[src/rtl/alu_issue_stage.sv]
// ID/EX pipeline register for the five-stage MIPS core: decodes the ALU operation,
// selects immediates and forwards EX/MEM and MEM/WB results onto the ALU operand buses.
module alu_issue_stage #(
   parameter int WIDTH   = 32,
   parameter int REGBITS = 5
) (
   input  logic               clk,
   input  logic               reset_n,
   input  logic               id_valid,
   input  logic [5:0]         id_opcode,
   input  logic [5:0]         id_funct,
   input  logic [REGBITS-1:0] id_rs,
   input  logic [REGBITS-1:0] id_rt,
   input  logic [REGBITS-1:0] id_rd,
   input  logic [WIDTH-1:0]   id_rs_data,
   input  logic [WIDTH-1:0]   id_rt_data,
   input  logic [15:0]        id_imm16,
   input  logic               stall,
   input  logic               flush,
   input  logic               exmem_regwrite,
   input  logic [REGBITS-1:0] exmem_rd,
   input  logic [WIDTH-1:0]   exmem_result,
   input  logic               memwb_regwrite,
   input  logic [REGBITS-1:0] memwb_rd,
   input  logic [WIDTH-1:0]   memwb_result,
   output logic [WIDTH-1:0]   BussA,
   output logic [WIDTH-1:0]   BussB,
   output logic [1:0]         ALUControl,
   output logic               ex_valid,
   output logic               ex_regwrite,
   output logic               ex_memread,
   output logic               ex_memwrite,
   output logic               ex_branch,
   output logic [REGBITS-1:0] ex_dest,
   output logic [WIDTH-1:0]   ex_store_data,
   output logic               illegal,
   output logic               load_use
);

   localparam logic [5:0] OP_RTYPE = 6'h00;
   localparam logic [5:0] OP_BEQ   = 6'h04;
   localparam logic [5:0] OP_ADDI  = 6'h08;
   localparam logic [5:0] OP_SLTI  = 6'h0A;
   localparam logic [5:0] OP_XORI  = 6'h0E;
   localparam logic [5:0] OP_LW    = 6'h23;
   localparam logic [5:0] OP_SW    = 6'h2B;
   localparam logic [5:0] FN_ADD   = 6'h20;
   localparam logic [5:0] FN_SUB   = 6'h22;
   localparam logic [5:0] FN_XOR   = 6'h26;
   localparam logic [5:0] FN_SLT   = 6'h2A;
   localparam logic [1:0] ALU_ADD  = 2'b00;
   localparam logic [1:0] ALU_XOR  = 2'b01;
   localparam logic [1:0] ALU_SUB  = 2'b10;
   localparam logic [1:0] ALU_SLT  = 2'b11;

   typedef struct packed {
      logic               valid;
      logic               regwrite;
      logic               memread;
      logic               memwrite;
      logic               branch;
      logic               illegal;
      logic               use_imm;
      logic [1:0]         alu_ctl;
      logic [REGBITS-1:0] dest;
      logic [REGBITS-1:0] rs;
      logic [REGBITS-1:0] rt;
      logic [WIDTH-1:0]   rs_data;
      logic [WIDTH-1:0]   rt_data;
      logic [WIDTH-1:0]   imm;
   } idex_t;

   idex_t              r_idex;
   idex_t              w_idex_next;
   idex_t              w_decoded;
   logic               w_legal;
   logic               w_writes;
   logic               w_memread;
   logic               w_memwrite;
   logic               w_branch;
   logic               w_use_imm;
   logic [1:0]         w_alu;
   logic [REGBITS-1:0] w_dest;
   logic [WIDTH-1:0]   w_imm;
   logic [WIDTH-1:0]   w_sext;
   logic [WIDTH-1:0]   w_zext;
   logic [WIDTH-1:0]   w_fwd_a;
   logic [WIDTH-1:0]   w_fwd_b;
   logic               w_id_reads_rt;

   assign w_sext = {{(WIDTH-16){id_imm16[15]}}, id_imm16};
   assign w_zext = {{(WIDTH-16){1'b0}}, id_imm16};

   always_comb begin
      w_legal    = 1'b0;
      w_writes   = 1'b0;
      w_memread  = 1'b0;
      w_memwrite = 1'b0;
      w_branch   = 1'b0;
      w_use_imm  = 1'b0;
      w_alu      = ALU_ADD;
      w_dest     = '0;
      w_imm      = w_sext;
      case (id_opcode)
         OP_RTYPE: begin
            w_dest   = id_rd;
            w_writes = 1'b1;
            case (id_funct)
               FN_ADD:  begin w_legal = 1'b1; w_alu = ALU_ADD; end
               FN_SUB:  begin w_legal = 1'b1; w_alu = ALU_SUB; end
               FN_XOR:  begin w_legal = 1'b1; w_alu = ALU_XOR; end
               FN_SLT:  begin w_legal = 1'b1; w_alu = ALU_SLT; end
               default: w_legal = 1'b0;
            endcase
         end
         OP_ADDI: begin w_legal = 1'b1; w_use_imm = 1'b1; w_dest = id_rt; w_writes = 1'b1; end
         OP_SLTI: begin
            w_legal = 1'b1; w_use_imm = 1'b1; w_dest = id_rt; w_writes = 1'b1; w_alu = ALU_SLT;
         end
         OP_XORI: begin
            w_legal = 1'b1; w_use_imm = 1'b1; w_dest = id_rt; w_writes = 1'b1; w_alu = ALU_XOR;
            w_imm = w_zext;
         end
         OP_LW: begin
            w_legal = 1'b1; w_use_imm = 1'b1; w_dest = id_rt; w_writes = 1'b1; w_memread = 1'b1;
         end
         OP_SW:   begin w_legal = 1'b1; w_use_imm = 1'b1; w_memwrite = 1'b1; end
         OP_BEQ:  begin w_legal = 1'b1; w_branch = 1'b1; w_alu = ALU_SUB; end
         default: w_legal = 1'b0;
      endcase

      // Anything not captured as a real instruction enters EX as an all-zero bubble.
      w_decoded = '0;
      if (id_valid && w_legal) begin
         w_decoded.valid    = 1'b1;
         w_decoded.regwrite = w_writes && (w_dest != '0);
         w_decoded.memread  = w_memread;
         w_decoded.memwrite = w_memwrite;
         w_decoded.branch   = w_branch;
         w_decoded.use_imm  = w_use_imm;
         w_decoded.alu_ctl  = w_alu;
         w_decoded.dest     = w_dest;
         w_decoded.rs       = id_rs;
         w_decoded.rt       = id_rt;
         w_decoded.rs_data  = id_rs_data;
         w_decoded.rt_data  = id_rt_data;
         w_decoded.imm      = w_imm;
      end
      w_decoded.illegal = id_valid && !w_legal;
   end

   always_comb begin
      w_idex_next         = r_idex;
      w_idex_next.illegal = 1'b0;
      if (flush) begin
         w_idex_next = '0;
      end else if (!stall) begin
         w_idex_next = w_decoded;
      end
   end

   always_ff @(posedge clk or negedge reset_n) begin
      if (!reset_n) begin
         r_idex <= '0;
      end else begin
         r_idex <= w_idex_next;
      end
   end

   // EX/MEM is the younger producer, so it takes precedence over MEM/WB.
   assign w_fwd_a = (exmem_regwrite && (exmem_rd == r_idex.rs) && (r_idex.rs != '0)) ? exmem_result :
                    (memwb_regwrite && (memwb_rd == r_idex.rs) && (r_idex.rs != '0)) ? memwb_result :
                    r_idex.rs_data;
   assign w_fwd_b = (exmem_regwrite && (exmem_rd == r_idex.rt) && (r_idex.rt != '0)) ? exmem_result :
                    (memwb_regwrite && (memwb_rd == r_idex.rt) && (r_idex.rt != '0)) ? memwb_result :
                    r_idex.rt_data;

   assign BussA         = w_fwd_a;
   assign BussB         = r_idex.use_imm ? r_idex.imm : w_fwd_b;
   assign ALUControl    = r_idex.alu_ctl;
   assign ex_valid      = r_idex.valid;
   assign ex_regwrite   = r_idex.regwrite;
   assign ex_memread    = r_idex.memread;
   assign ex_memwrite   = r_idex.memwrite;
   assign ex_branch     = r_idex.branch;
   assign ex_dest       = r_idex.dest;
   assign ex_store_data = w_fwd_b;
   assign illegal       = r_idex.illegal;

   assign w_id_reads_rt = (id_opcode == OP_RTYPE) || (id_opcode == OP_SW) || (id_opcode == OP_BEQ);
   assign load_use = r_idex.valid && r_idex.memread && (r_idex.dest != '0) &&
                     ((r_idex.dest == id_rs) || ((r_idex.dest == id_rt) && w_id_reads_rt));

endmodule

[config.mk]
export PLATFORM = sky130hd
export DESIGN_NAME = alu_issue_stage
export DESIGN_NICKNAME = d
export VERILOG_FILES = /design/src/rtl/alu_issue_stage.sv
export SDC_FILE = /design/constraint.sdc
export NUM_CORES = 1
export LEC_CHECK = 0
export BUFFER_PORTS_ARGS = -buffer_cell sky130_fd_sc_hd__buf_2
export CAP_MARGIN = 10
export CORE_MARGIN = 2
export CORE_UTILIZATION = 47
export CTS_CLUSTER_SIZE = 12
export DETAILED_ROUTE_END_ITERATION = 8
export PLACE_DENSITY = 0.93
export SYNTH_ARGS = -nofsm -noshare
export SYNTH_HDL_FRONTEND = slang
export SYNTH_SLANG_ARGS = --single-unit
[constraint.sdc]
create_clock -name clk -period 2 [get_ports clk]
set_input_delay 0.1 -clock clk [delete_from_list [all_inputs] [get_ports clk]]
set_output_delay 0.1 -clock clk [all_outputs]
set_load 0.02 [all_outputs]
==> impl_results.md <==
* RePlAce Congestion at 0.911
* H-Tree Depth at 3
* WL met1 at around 13,000 um
* Via Count at between 9,000 and 10,000
* Overall power at roughly 5 mW
* P_leak at around 5.7 nW
* Wirelength, routed at approximately 42,000 um
* Worst-path fanout max at 5
* Post-route cell area at ~12,000 um^2
* Initial core utilization at between 40% and 50%
* Post-synthesis register bit count at around 110
* Post-synth EDFFs at 0
* Failing checks: hold timing, setup timing
* Fin. max-slew vios at 0
* Row cnt at 42
* CTS tree: built
* Yosys warnings at 0
* Setup violations, final at 96
* Cell variety after synth at between 40 and 50
* Maximum vdd drop at ~0.00041 V
* Run status: complete, but fails checks
* Asr flop ratio synth at 100%
* Setup CP Type: register to output port
* Setup WS post-layout at -0.881 ns
* Num CTS Buffers at 9
* Vias in the first global route at between 8,000 and 9,000
* Final Cycle Share at 144%
* All-Layer GR Usage at 44.9%
* Metal2 WL at ~18,000 um
* Hold crit path type: input pin to register
* Post-DP Area at ~8600 um^2
* Layout cell share with drive strength beyond 1 at between 50% and 60%
* Die area at 14,300 um^2
* PortBufs at ~300
* WHS at -0.0117 ns
* Period minus WS final at slightly below 3 ns
* Fin util at between 90% and 100%
* Root Driver: clkbuf_16
* Worst Path Arrival at 2.78 ns
* Area of the core at 13,100 um^2
* WL/cell at ~33 um
* CP Capture Type: output port
* Filler cell count at 398
* Total of max-cap violations at 0
* Via density at 7.49
* Worst setup SP type: register
* Largest net degree at the start of global routing at about 60
* Post-Syn Nets at approximately 840
* Commonest non-fill, non-tap cell in the layout: buf_2
* Relative slew margins at roughly 53%
* Power per cell area at 409 nW/um^2
* Met3 wire len at roughly 6400 um
* Post-DP HPWL at 17,000 um
* Seq/Total Area, Yosys at a little over two fifths
* Worst-path clk slew at ~0.080 ns
* Worst-case clock buffer depth at 2
* TritonRoute pass-1 iters at 7
* Die H at between 100 and 150 um
* Area grow syn2layout at 95.8%
* Global route total overflow at 0
* First-pass GRT wire length at 49,100 um
* Die width at 120 um
* Worst-Margin Slew at slightly above 0.7 ns
* Worst slack, placed at -0.523 ns
* Final Hold Vio Count at 1
* DP Cell Count at around 1,100
* Post-Synthesis Cell Area at 6270 um^2
* Initial antenna violation count at 3
* Highest metal used: met5
* Worst EP required at 1.90 ns
* Fin cells at 1,272
* # nets final at roughly 1,300
* Commonest cells after routing, fill and taps aside: 203 x buf_2, 105 x dfrtp_1, 102 x a22o_1
* Final Skew at 0 ns
* Top-level I/O count at a little under 300
* RSZ-0062 raised after global routing: true
* Setup TNS at -60.37 ns
* Mean Syn Cell Area at about 9.7 um^2
* Max frequency at about 0.35 GHz
* Residual DRC at 0
* Worst-Skew Late Latency at 0.35 ns
* CTS sink count at 105
* Most common flop cell mapped by yosys: dfrtp_1
* Gate count of the mapped netlist at approximately 650
* Number of antenna-violating nets in the routed design at 0
* DR iter-0 viols at approximately 1,700
layer usage:
| layer | track usage (%) | vias to the layer above |
|---|---|---|
| li1 | - | 3372 |
| met1 | 48.5 | 4331 |
| met2 | 72.7 | 1300 |
| met3 | 15.4 | 526 |
| met4 | 33.4 | 2 |
| met5 | 0 | - |
final cells by class:
| cell class | count | area, um^2 | area share [%] |
|---|---|---|---|
| flip-flops and latches | 105 | 2630 | 21.4 |
| inverters | 2 | 7.51 | 0.0611 |
| multi-input cells | 479 | 4940 | 40.2 |
| well taps | 176 | 220 | 1.79 |
| repair buffers | 490 | 4170 | 33.9 |
| diodes | 4 | 10.0 | 0.0815 |
| clock inverters | 4 | 51.3 | 0.418 |
| clock buffers | 12 | 256 | 2.09 |
synth_stat cells (8+ instances only):
cell,count,share of area (%)
nand4_1,16,1.6
a22o_1,102,14
clkbuf_1,37,2.2
mux2i_1,32,5.1
o31ai_1,33,4.0
dfrtp_1,105,42
a221oi_1,21,2.9
xor2_1,11,1.5
nand2_1,45,2.7
nor2_1,56,3.4
buf_4,18,2.2
o21ai_1,8,0.64
xnor2_1,20,2.8
buf_2,11,0.88
mux2_2,11,2.0
a31oi_1,12,1.2
nor3_1,18,1.4
o21ai_0,26,2.1
and3_1,21,2.1
flip-flops by register name, summed over array words and instances, names as in the netlist:
register,count
r_idex,92
ex_dest,5
ALUControl,2
ex_branch,1
ex_memread,1
ex_memwrite,1
ex_regwrite,1
ex_valid,1
illegal,1
what timing repair did:
item | 4_1_cts | 5_1_grt
buffers inserted | 31 | 25
pin swaps | 44 | 49
gates resized for setup | 253 | 221
setup endpoints to repair | 96 | 96
hold buffers | 64 | 1
endpoints found under the hold margin | 139 | 1
gates cloned | 13 | 3
power breakdown:
group / internal [mW] / switching, mW
clock network: 1.04 / 0.886
registers: 2.14 / 0.0190
logic: 0.403 / 0.530
total: 3.58 / 1.43
path summary, 6_finish.rpt:
kind / from / endpoint / slack (ns) / cells past startpoint
min: id_rs_data[10] / r_idex[74] / -0.01 / 2
max: r_idex[97] / ex_store_data[24] / -0.88 / 9
max reg2reg: r_idex[102] / r_idex[102] / 0.85 / 4
max in group asynchronous: reset_n / r_idex[59] / 1.14 / 3
min in group asynchronous: reset_n / ex_memread / 0.15 / 2
min reg2reg: ALUControl[0] / ALUControl[0] / 0.50 / 2
cells by family (layout without fill, tap and decap cells):
family                    Yosys count  after routing  synth area share, %
AOI/OAI and AO/OA                 219            219                 27.0
xor gates and xnor gates           31             31                 4.33
buffers and inverters              69            508                 5.55
DFF                               105            105                 41.9
muxes                              43             43                 7.08
other                               0              4                    0
and+or+nand+nor                   182            186                 14.1
critical path, cell delays in order, from the launching register on:
cell      delay (ns)
dfrtp_1         0.40
or4_4           0.60
o211ai_4        0.28
or2_4           0.24
buf_6           0.12
buf_12          0.14
buf_12          0.11
nor2_4          0.05
nor2_2          0.31
buf_6           0.17
(Power assumes the default switching activity.)
